$ cat config.mk
export PLATFORM = sky130hd
export DESIGN_NAME = lsu_misalign_flat
export DESIGN_NICKNAME = d
export VERILOG_FILES = /design/src/rtl/lsu_misalign_pkg.sv /design/src/rtl/lsu_misalign_if.sv /design/src/rtl/lsu_misalign_load_extend.sv /design/src/rtl/lsu_misalign.sv /design/src/flat_wrapper.sv
export SDC_FILE = /design/constraint.sdc
export NUM_CORES = 1
export LEC_CHECK = 0
export CORE_AREA = 4 4 115 117
export CTS_BUF_LIST = sky130_fd_sc_hd__clkbuf_8
export DETAILED_ROUTE_END_ITERATION = 16
export DIE_AREA = 0 0 119 121
export GPL_TIMING_DRIVEN = 0
export PLACE_DENSITY = 0.77
export SYNTH_ARGS = -nofsm -noshare
export SYNTH_HDL_FRONTEND = slang
export SYNTH_SLANG_ARGS = --single-unit
export TNS_END_PERCENT = 1
$ cat constraint.sdc
create_clock -name clk -period 6.01 [get_ports clk]
set_input_delay 1.202 -clock clk [delete_from_list [all_inputs] [get_ports clk]]
set_output_delay 1.202 -clock clk [all_outputs]
set_load 0.01 [all_outputs]
$ cat src/rtl/lsu_misalign_pkg.sv
// Shared types for the load/store unit: RV32I funct3 codes, FSM states, access size decode.
package lsu_pkg;

  typedef enum logic [2:0] {
    LB  = 3'd0,
    LH  = 3'd1,
    LW  = 3'd2,
    LBU = 3'd4,
    LHU = 3'd5
  } ld_funct3_e;

  typedef enum logic [2:0] {
    SB = 3'd0,
    SH = 3'd1,
    SW = 3'd2
  } st_funct3_e;

  typedef enum logic {
    IDLE   = 1'b0,
    SECOND = 1'b1
  } state_e;

  function automatic logic [3:0] size_mask(input logic [2:0] funct3);
    case (funct3[1:0])
      2'd0:    size_mask = 4'b0001;
      2'd1:    size_mask = 4'b0011;
      default: size_mask = 4'b1111;
    endcase
  endfunction

endpackage

$ cat src/rtl/lsu_misalign_if.sv
// Core request/response and data-memory signals of the load/store unit.
interface lsu_if #(
  parameter int ADDR_W = 13
);
  logic              req_valid;
  logic              req_we;
  logic [2:0]        req_funct3;
  logic [31:0]       req_addr;
  logic [31:0]       req_wdata;
  logic              stall;
  logic [31:0]       load_data;
  logic              ld_valid;
  logic              fault;
  logic              mem_cs;
  logic              mem_wr;
  logic [3:0]        mem_mask;
  logic [ADDR_W-1:0] mem_addr;
  logic [31:0]       mem_wdata;
  logic [31:0]       mem_rdata;

  // Core plus data memory side.
  modport master (
    output req_valid, req_we, req_funct3, req_addr, req_wdata, mem_rdata,
    input  stall, load_data, ld_valid, fault,
    input  mem_cs, mem_wr, mem_mask, mem_addr, mem_wdata
  );

  // Load/store unit side.
  modport slave (
    input  req_valid, req_we, req_funct3, req_addr, req_wdata, mem_rdata,
    output stall, load_data, ld_valid, fault,
    output mem_cs, mem_wr, mem_mask, mem_addr, mem_wdata
  );
endinterface

$ cat src/rtl/lsu_misalign_load_extend.sv
// Selects the loaded bytes from a two-word window at byte offset off_i and sign/zero-extends them.
module lsu_load_extend
  import lsu_pkg::*;
(
  input  logic [31:0] lo_i,
  input  logic [23:0] hi_i,
  input  logic [1:0]  off_i,
  input  logic [2:0]  funct3_i,
  output logic [31:0] data_o
);

  logic [31:0] word;

  // Only the low 24 bits of the upper word can ever land in the result.
  always_comb begin
    case (off_i)
      2'd0:    word = lo_i;
      2'd1:    word = {hi_i[7:0],  lo_i[31:8]};
      2'd2:    word = {hi_i[15:0], lo_i[31:16]};
      default: word = {hi_i[23:0], lo_i[31:24]};
    endcase
  end

  always_comb begin
    case (funct3_i[1:0])
      2'd0:    data_o = funct3_i[2] ? {24'b0, word[7:0]}  : {{24{word[7]}}, word[7:0]};
      2'd1:    data_o = funct3_i[2] ? {16'b0, word[15:0]} : {{16{word[15]}}, word[15:0]};
      default: data_o = word;
    endcase
  end

endmodule

$ cat src/rtl/lsu_misalign.sv
// RV32I load/store unit: decodes accesses onto a word memory, splitting word-crossing
// halfword/word accesses into two cycles (one stall) or faulting them when splitting is disabled.
module lsu_misalign
  import lsu_pkg::*;
#(
  parameter int ADDR_W      = 13,
  parameter int MISALIGN_EN = 1
) (
  input  logic  clk,
  input  logic  rst,
  lsu_if.slave  bus
);

  state_e      state_q, state_d;
  logic [31:0] hold_q, hold_d;

  logic [1:0]        off;
  logic [7:0]        lanes64;
  logic [ADDR_W-1:0] word_a;
  logic              crossing;
  logic              bad_f3;
  logic              out_of_range;
  logic              fault_c;
  logic [5:0]        sh_hi;
  logic [31:0]       ext_data;

  assign off          = bus.req_addr[1:0];
  assign lanes64      = {4'b0, size_mask(bus.req_funct3)} << off;
  assign word_a       = bus.req_addr[ADDR_W+1:2];
  assign crossing     = |lanes64[7:4];
  assign out_of_range = |bus.req_addr[31:ADDR_W+2];
  assign sh_hi        = 6'd32 - {1'b0, off, 3'b000};

  always_comb begin
    if (bus.req_we) bad_f3 = (bus.req_funct3 > SW);
    else            bad_f3 = (bus.req_funct3[1:0] == 2'b11) || (bus.req_funct3 == 3'b110);
  end

  // A crossing access at the last word would wrap to word 0, so it is rejected.
  assign fault_c = bad_f3 || out_of_range ||
                   (crossing && ((MISALIGN_EN == 0) || (&word_a)));

  lsu_load_extend u_ext (
    .lo_i     ((state_q == SECOND) ? hold_q : bus.mem_rdata),
    .hi_i     ((state_q == SECOND) ? bus.mem_rdata[23:0] : 24'b0),
    .off_i    (off),
    .funct3_i (bus.req_funct3),
    .data_o   (ext_data)
  );

  always_comb begin
    state_d       = state_q;
    hold_d        = hold_q;
    bus.mem_cs    = 1'b1;
    bus.mem_wr    = 1'b1;
    bus.mem_mask  = 4'b0;
    bus.mem_addr  = word_a;
    bus.mem_wdata = 32'b0;
    bus.stall     = 1'b0;
    bus.ld_valid  = 1'b0;
    bus.fault     = 1'b0;

    if (rst && bus.req_valid) begin
      case (state_q)
        IDLE: begin
          if (fault_c) begin
            bus.fault = 1'b1;
          end else begin
            bus.mem_cs    = 1'b0;
            bus.mem_wr    = ~bus.req_we;
            bus.mem_wdata = bus.req_wdata << {off, 3'b000};
            if (crossing) begin
              bus.mem_mask = lanes64[3:0];
              bus.stall    = 1'b1;
              hold_d       = bus.mem_rdata;
              state_d      = SECOND;
            end else begin
              bus.mem_mask = bus.req_we ? lanes64[3:0] : 4'b0;
              bus.ld_valid = ~bus.req_we;
            end
          end
        end
        default: begin
          bus.mem_cs    = 1'b0;
          bus.mem_wr    = ~bus.req_we;
          bus.mem_addr  = word_a + ADDR_W'(1);
          bus.mem_mask  = lanes64[7:4];
          bus.mem_wdata = bus.req_wdata >> sh_hi;
          bus.ld_valid  = ~bus.req_we;
          state_d       = IDLE;
        end
      endcase
    end else if (rst) begin
      state_d = IDLE;
    end
  end

  assign bus.load_data = bus.ld_valid ? ext_data : 32'b0;

  always_ff @(posedge clk) begin
    if (!rst) begin
      state_q <= IDLE;
      hold_q  <= 32'b0;
    end else begin
      state_q <= state_d;
      hold_q  <= hold_d;
    end
  end

endmodule

$ cat src/flat_wrapper.sv
// flat-port wrapper written by rule: the top's interface ports become plain ports
module lsu_misalign_flat import lsu_pkg::*;
#(
  parameter int ADDR_W      = 13,
  parameter int MISALIGN_EN = 1
)
  (clk, rst, bus_req_valid, bus_req_we, bus_req_funct3, bus_req_addr, bus_req_wdata, bus_mem_rdata, bus_stall, bus_load_data, bus_ld_valid, bus_fault, bus_mem_cs, bus_mem_wr, bus_mem_mask, bus_mem_addr, bus_mem_wdata);
  lsu_if #(.ADDR_W(ADDR_W)) bus_i ();
  input  logic clk;
  input  logic rst;
  input wire logic [$bits(bus_i.req_valid)-1:0] bus_req_valid;
  input wire logic [$bits(bus_i.req_we)-1:0] bus_req_we;
  input wire logic [$bits(bus_i.req_funct3)-1:0] bus_req_funct3;
  input wire logic [$bits(bus_i.req_addr)-1:0] bus_req_addr;
  input wire logic [$bits(bus_i.req_wdata)-1:0] bus_req_wdata;
  input wire logic [$bits(bus_i.mem_rdata)-1:0] bus_mem_rdata;
  output wire logic [$bits(bus_i.stall)-1:0] bus_stall;
  output wire logic [$bits(bus_i.load_data)-1:0] bus_load_data;
  output wire logic [$bits(bus_i.ld_valid)-1:0] bus_ld_valid;
  output wire logic [$bits(bus_i.fault)-1:0] bus_fault;
  output wire logic [$bits(bus_i.mem_cs)-1:0] bus_mem_cs;
  output wire logic [$bits(bus_i.mem_wr)-1:0] bus_mem_wr;
  output wire logic [$bits(bus_i.mem_mask)-1:0] bus_mem_mask;
  output wire logic [$bits(bus_i.mem_addr)-1:0] bus_mem_addr;
  output wire logic [$bits(bus_i.mem_wdata)-1:0] bus_mem_wdata;
  assign bus_i.req_valid = bus_req_valid;
  assign bus_i.req_we = bus_req_we;
  assign bus_i.req_funct3 = bus_req_funct3;
  assign bus_i.req_addr = bus_req_addr;
  assign bus_i.req_wdata = bus_req_wdata;
  assign bus_i.mem_rdata = bus_mem_rdata;
  assign bus_stall = bus_i.stall;
  assign bus_load_data = bus_i.load_data;
  assign bus_ld_valid = bus_i.ld_valid;
  assign bus_fault = bus_i.fault;
  assign bus_mem_cs = bus_i.mem_cs;
  assign bus_mem_wr = bus_i.mem_wr;
  assign bus_mem_mask = bus_i.mem_mask;
  assign bus_mem_addr = bus_i.mem_addr;
  assign bus_mem_wdata = bus_i.mem_wdata;
  lsu_misalign #(.ADDR_W(ADDR_W), .MISALIGN_EN(MISALIGN_EN)) u_core (.clk(clk), .rst(rst), .bus(bus_i));
endmodule
* Word-level counts from Yosys, hierarchy flattened
Index checks and enable logic that the tools add are counted.
W data, S select, Z words.
** Storage, ports and cells
- Bits in registers :: 33
- Bits of input ports :: 103
- Output and inout port bits :: 86
- Logic and storage cells :: 61
** Cells by class
- $add $sub $neg :: 2
- Order comparisons :: 1
- Equality and inequality tests :: 5
- Shift operators :: 3
- Muxes and demuxes :: 34
- Bitwise logic cells :: 3
- Reduce and logical (&&, ||, !) cells :: 11
** Operator list (number)
- $mux W32 :: 7
- $pmux W32 S3 :: 1
- $pmux W32 S2 :: 1
- $shl A32 B5 Y32 :: 1
- $shr A32 B6 Y32 :: 1
- $mux W13 :: 2
- $mux W24 :: 1
- $mux W4 :: 5
- $reduce_or A17 Y1 :: 1
- $mux W1 :: 16
- $add A13 B1 Y13 const B :: 1
- $reduce_and A13 Y1 :: 1
- $pmux W4 S2 :: 1
- $shl A4 B2 Y8 :: 1
- $sub A6 B5 Y6 const A :: 1
- $eq A2 B1 Y1 const B :: 2
- $eq A2 B2 Y1 const B :: 2
- $logic_not A2 Y1 :: 2
- $reduce_and A4 Y1 :: 1
- $reduce_or A4 Y1 :: 1
- $eq A3 B3 Y1 const B :: 1
- $gt A3 B2 Y1 const B :: 1
- $logic_or A1 B1 Y1 :: 3
- $not A1 Y1 :: 3
- $logic_and A1 B1 Y1 :: 2

* Logic depth before layout (Yosys ltp)
- Word-level depth :: 10
- Gate-level depth with buffers :: 12
- Mapped depth without buffers :: 7

* Modules after synthesis
A second synthesis with hierarchy kept.
** Second synthesis, totals
- Cells, all modules :: 625
- Area, all modules :: 4966.0 um^2
** By module, submodules not included
- lsu_misalign :: times used 1, cells an instance 524, area an instance 3856.2 um^2, sequential area each 660.6 um^2
- lsu_load_extend :: times used 1, cells an instance 101, area an instance 1109.8 um^2, sequential area each 0.0 um^2

* Least setup slack after synthesis
Ideal clock, no wire load.
- Path kind :: in2out
- Start :: in bus_req_addr[1]
- End :: out bus_mem_wdata[11]
- Arrival :: 3.460 ns
- Required time :: 4.808 ns
- Slack :: 1.348 ns
- Stages on the path :: 11
- Buffers on the path :: 5
- Cell sequence :: clkbuf_1 inv_1 clkbuf_1 ha_1 clkbuf_1 nand2b_1 clkbuf_1 clkbuf_1 o22ai_1 nand2_1 o21ai_0
** Between the ends
- Longest elaborated chain between the ends :: 7
- Elaborated cells on any way between the ends :: 10
- Those cells by class :: add/sub (1); shift (3); mux (3); reduce/logical (3)
** RTL lines
- start: declaration :: line flat_wrapper.sv:14 : input wire logic [$bits(bus_i.req_addr)-1:0] bus_req_addr;
- branches (longest 5 deep; another with $sub A6 B5 Y6)
- $mux W32 * :: line lsu_misalign.sv:64 : case (state_q)
- $mux W32 * :: line lsu_misalign.sv:63 : if (rst && bus.req_valid) begin
- end: declaration :: line flat_wrapper.sv:25 : output wire logic [$bits(bus_i.mem_wdata)-1:0] bus_mem_wdata;
Mark *: on every way between the ends.

* Worst setup path in the final report
- Start :: in bus_req_addr[0]
- End :: out bus_load_data[23]
** Between the ends
- Longest elaborated chain between the ends :: 8
- Elaborated cells on any way between the ends :: 16
- Those cells by class :: eq/ne (2); shift (1); mux (9); reduce/logical (4)
** RTL lines
- $shl A4 B2 Y8 :: line lsu_misalign.sv:28 : assign lanes64 = {4'b0, size_mask(bus.req_funct3)} << off;
- $reduce_or A4 Y1 :: line lsu_misalign.sv:30 : assign crossing = |lanes64[7:4];
- $logic_and A1 B1 Y1 :: line lsu_misalign.sv:41 : (crossing && ((MISALIGN_EN == 0) || (&word_a)));
- $logic_or A1 B1 Y1 :: line lsu_misalign.sv:40 : assign fault_c = bad_f3 || out_of_range ||
- $mux W1 :: line lsu_misalign.sv:66 : if (fault_c) begin
- $mux W1 :: line lsu_misalign.sv:64
- $mux W1 :: line lsu_misalign.sv:63
- $mux W32 * :: line lsu_misalign.sv:98 : assign bus.load_data = bus.ld_valid ? ext_data : 32'b0;
- end: declaration :: line flat_wrapper.sv:18 : output wire logic [$bits(bus_i.load_data)-1:0] bus_load_data;
Mark *: on every way between the ends. The rest lies on a longest branch, timed or not.

==> flow_summary.yaml <==
floorplanning:
  ioPinCount: 189
  coreArea_um2: 12360
  rows: 41
  floorplan.initialDensity_pct: 38.56
  die_height_um: 121
  die_area_um2: 14400
  die_w_um: 119
global_routing:
  grt_pass1_wl_mm: 30.53
  track_usage_pct: 26.26
  grt_max_degree: 16
  grt_pass1_vias: 5765
  antenna_found_initial: 0
  overflow: 0
sta:
  whs_ns: 0.5185
  maxSlewViolCount: 0
  post-route-period-util_pct: 98.32
  finalSetupViolCount: 0
  setup_tns_ns: 0
  fin_crit_ns: 5.909
  hold_viol_final: 0
  fin_worst_skew_ns: 0.001384
  slew_headroom_pct: 49.37
  tightest_slew_ns: 0.7595
  rsz0062_at_grt: "true"
  max_freq_mhz: 169.2
clock_network:
  clk_path_buf_depth: 2
  worstSkewPairLatency_ns: 0.29
  cts_root_buffer: "clkbuf_8"
  cts_tree: "built"
  cts.sinks: 33
  htreeDepth: 2
  clk_pin_slew_ns: 0.07
  cts_made_buffers: 5
synth:
  synthArstFlopShare_pct: 0
  syn_area_per_cell_um2: 7.267
  syn_area_um2: 4767
  ys.flop_type: "dfxtp_1"
  ys_warn_count: 0
  synth-edff-count: 0
  ys_ff_latch: 33
  synth_fp_nets: 764
  seq_area_frac_synth_pct: 13.86
  syn-instance-count: 656
  synth.distinct_cells: 55
hold_path:
  min_from: "u_core.hold_q[10]$_SDFFE_PN0P_"
  hp-class: "reg -> reg"
power:
  p_comb_share_pct: 42.1
  p_switching_uw: 253.8
  p_int_uw: 463.2
  switching_share_pct: 35.39
  vdd.ir_drop.worst_mv: 0.07977
  p_clk_share_pct: 27.5
  pwr-share-seq_pct: 30.5
  power.total_uw: 717.0
  p_leak_uw: 0.002282
  powerDensity_nw_per_um2: 102.8
critical_path:
  critPathKind: "in -> out"
  start_kind: "input pin"
  crit_start: "bus_req_addr[0]"
  end_kind: "output pin"
  cp_max_fo: 10
  worstPathRequired_ns: 4.81
  ff2ff_setup_slack_ns: 3.62
  reg2reg_from: "u_core.state_q$_SDFF_PN0_"
  worstPathArrival_ns: 4.71
layout:
  final_nets: 955
  diodes: 0
  final_layout_size_suffix_gt1_share_pct: 11.20
  finalInstanceArea_um2: 6977
  syn_to_final_growth_pct: 46.35
  stdcell_count: 1020
run:
  max_cap_violations: 0
placed_design:
  port_buffers: 185
  placedCellCount: 1013
  gp_congestion: 0.9997
  placed_area_um2: 6834
  place_hpwl_mm: 15.50
route:
  drtIter0Drc: 747
  vias: 6146
  ant_nets: 0
  drc: 0
  wire_per_inst_um: 19.83
  wirelength_mm: 20.22
  dr.pass1.iters: 9
  detail_route.vias_per_cell: 6.025
outcome:
  status: "finished clean"
[state kept, by name, indices dropped and copies added, names as in the netlist]
name,count
u_core.state_q,1
u_core.hold_q,32
[final cells by class]
class / count / area [µm²]
Inverter: 8 / 37.54
Sequential cell: 33 / 660.6
Tap cell: 172 / 215.2
Buffer: 64 / 330.3
Clock buffer: 7 / 96.34
Clock inverter: 1 / 5.005
Fill cell: 1173 / 5386
Multi-Input combinational cell: 549 / 3772
Timing Repair Buffer: 186 / 1859
[cells in the mapped netlist (6+ instances only)]
master | n | area, µm²
a222oi_1 | 7 | 70.07
o22ai_1 | 16 | 100.1
nor3_2 | 8 | 80.08
nor2b_1 | 49 | 306.5
buf_6 | 9 | 101.4
a22o_1 | 9 | 78.83
a211oi_2 | 9 | 112.6
o21ai_0 | 34 | 170.2
nand4_1 | 6 | 37.54
dfxtp_1 | 33 | 660.6
a21o_1 | 6 | 45.04
inv_1 | 6 | 22.52
o211a_1 | 7 | 70.07
a32o_1 | 7 | 70.07
a21oi_1 | 68 | 340.3
xnor2_1 | 7 | 61.31
nand2_1 | 68 | 255.2
a221oi_1 | 8 | 70.07
mux2_2 | 30 | 337.8
clkbuf_1 | 43 | 161.4
a22oi_1 | 29 | 217.7
a2bb2oi_1 | 7 | 61.31
o32ai_1 | 8 | 70.07
mux2i_1 | 49 | 490.5
nor2_1 | 62 | 232.7
buf_2 | 8 | 40.04
[repair_timing]
action	in CTS	in global routing
buffers inserted	1	0
endpoints found under the setup margin	64	25
hold buffers	0	0
pin swaps	1	0
resized for setup	9	7
[critical path, stage by stage]
cell	delay [ns]
clkdlybuf4s50_1	0.51
clkbuf_1	0.28
clkinvlp_4	0.30
ha_2	0.25
clkbuf_1	0.23
a22oi_2	0.28
a221oi_4	0.16
a311oi_4	0.62
buf_6	0.27
a211oi_2	0.07
clkdlybuf4s50_1	0.53
[kinds of logic after synthesis]
family	share of synthesized area (%)
compound gates	34.04
mux	17.61
fa+ha+maj	1.312
flops	13.86
buf+inv	7.533
simple gates	23.44
xor+xnor	2.205
[through the flow]
stage	utilization [%]	worst slack, ns
after floorplan	-	1.348
after global placement	55.28	-0.8628
after detailed placement	55.28	-0.8463
after CTS	56.37	0.1139
after global routing	56.43	-0.007044
final	56.43	0.1008
[path summary, 6_finish.rpt]
check | endpoint | depth (start not counted)
min | u_core.hold_q[10]$_SDFFE_PN0P_ | 2
max | bus_load_data[23] | 11
min reg2reg | u_core.hold_q[10]$_SDFFE_PN0P_ | 2
max reg2reg | u_core.hold_q[1]$_SDFFE_PN0P_ | 8
[cells in the final DEF, fill, tap and decap left out, types with 29 or more instances in the layout]
| cell type | synthesis | layout |
|---|---|---|
| dfxtp_1 | 33 | 33 |
| nor2_1 | 62 | 62 |
| o21ai_0 | 34 | 34 |
| nor2b_1 | 49 | 49 |
| clkdlybuf4s50_1 | 0 | 185 |
| clkbuf_1 | 43 | 35 |
| a22oi_1 | 29 | 29 |
| nand2_1 | 68 | 68 |
| mux2i_1 | 49 | 49 |
| a21oi_1 | 68 | 68 |
| mux2_2 | 30 | 30 |
[power groups by stage]
stage | Clock (µW) | Combinational [µW] | Sequential (µW)
detailed placement | 0 | 289 | 224
floorplan | 0 | 150 | 224
global route | 209 | 321 | 218
global placement | 0 | 287 | 224
finish | 197 | 302 | 218
CTS | 197 | 293 | 218
[metal layers]
metal	vias to the layer above	part of all wire, %	global-route usage (%)
li1	2823	-	-
met1	2829	42	36.50
met2	445	44	40.83
met3	49	11	5.268
met4	0	2.3	8.255
met5	-	0	0
No activity file was read; power rests on OpenSTA's default activity.
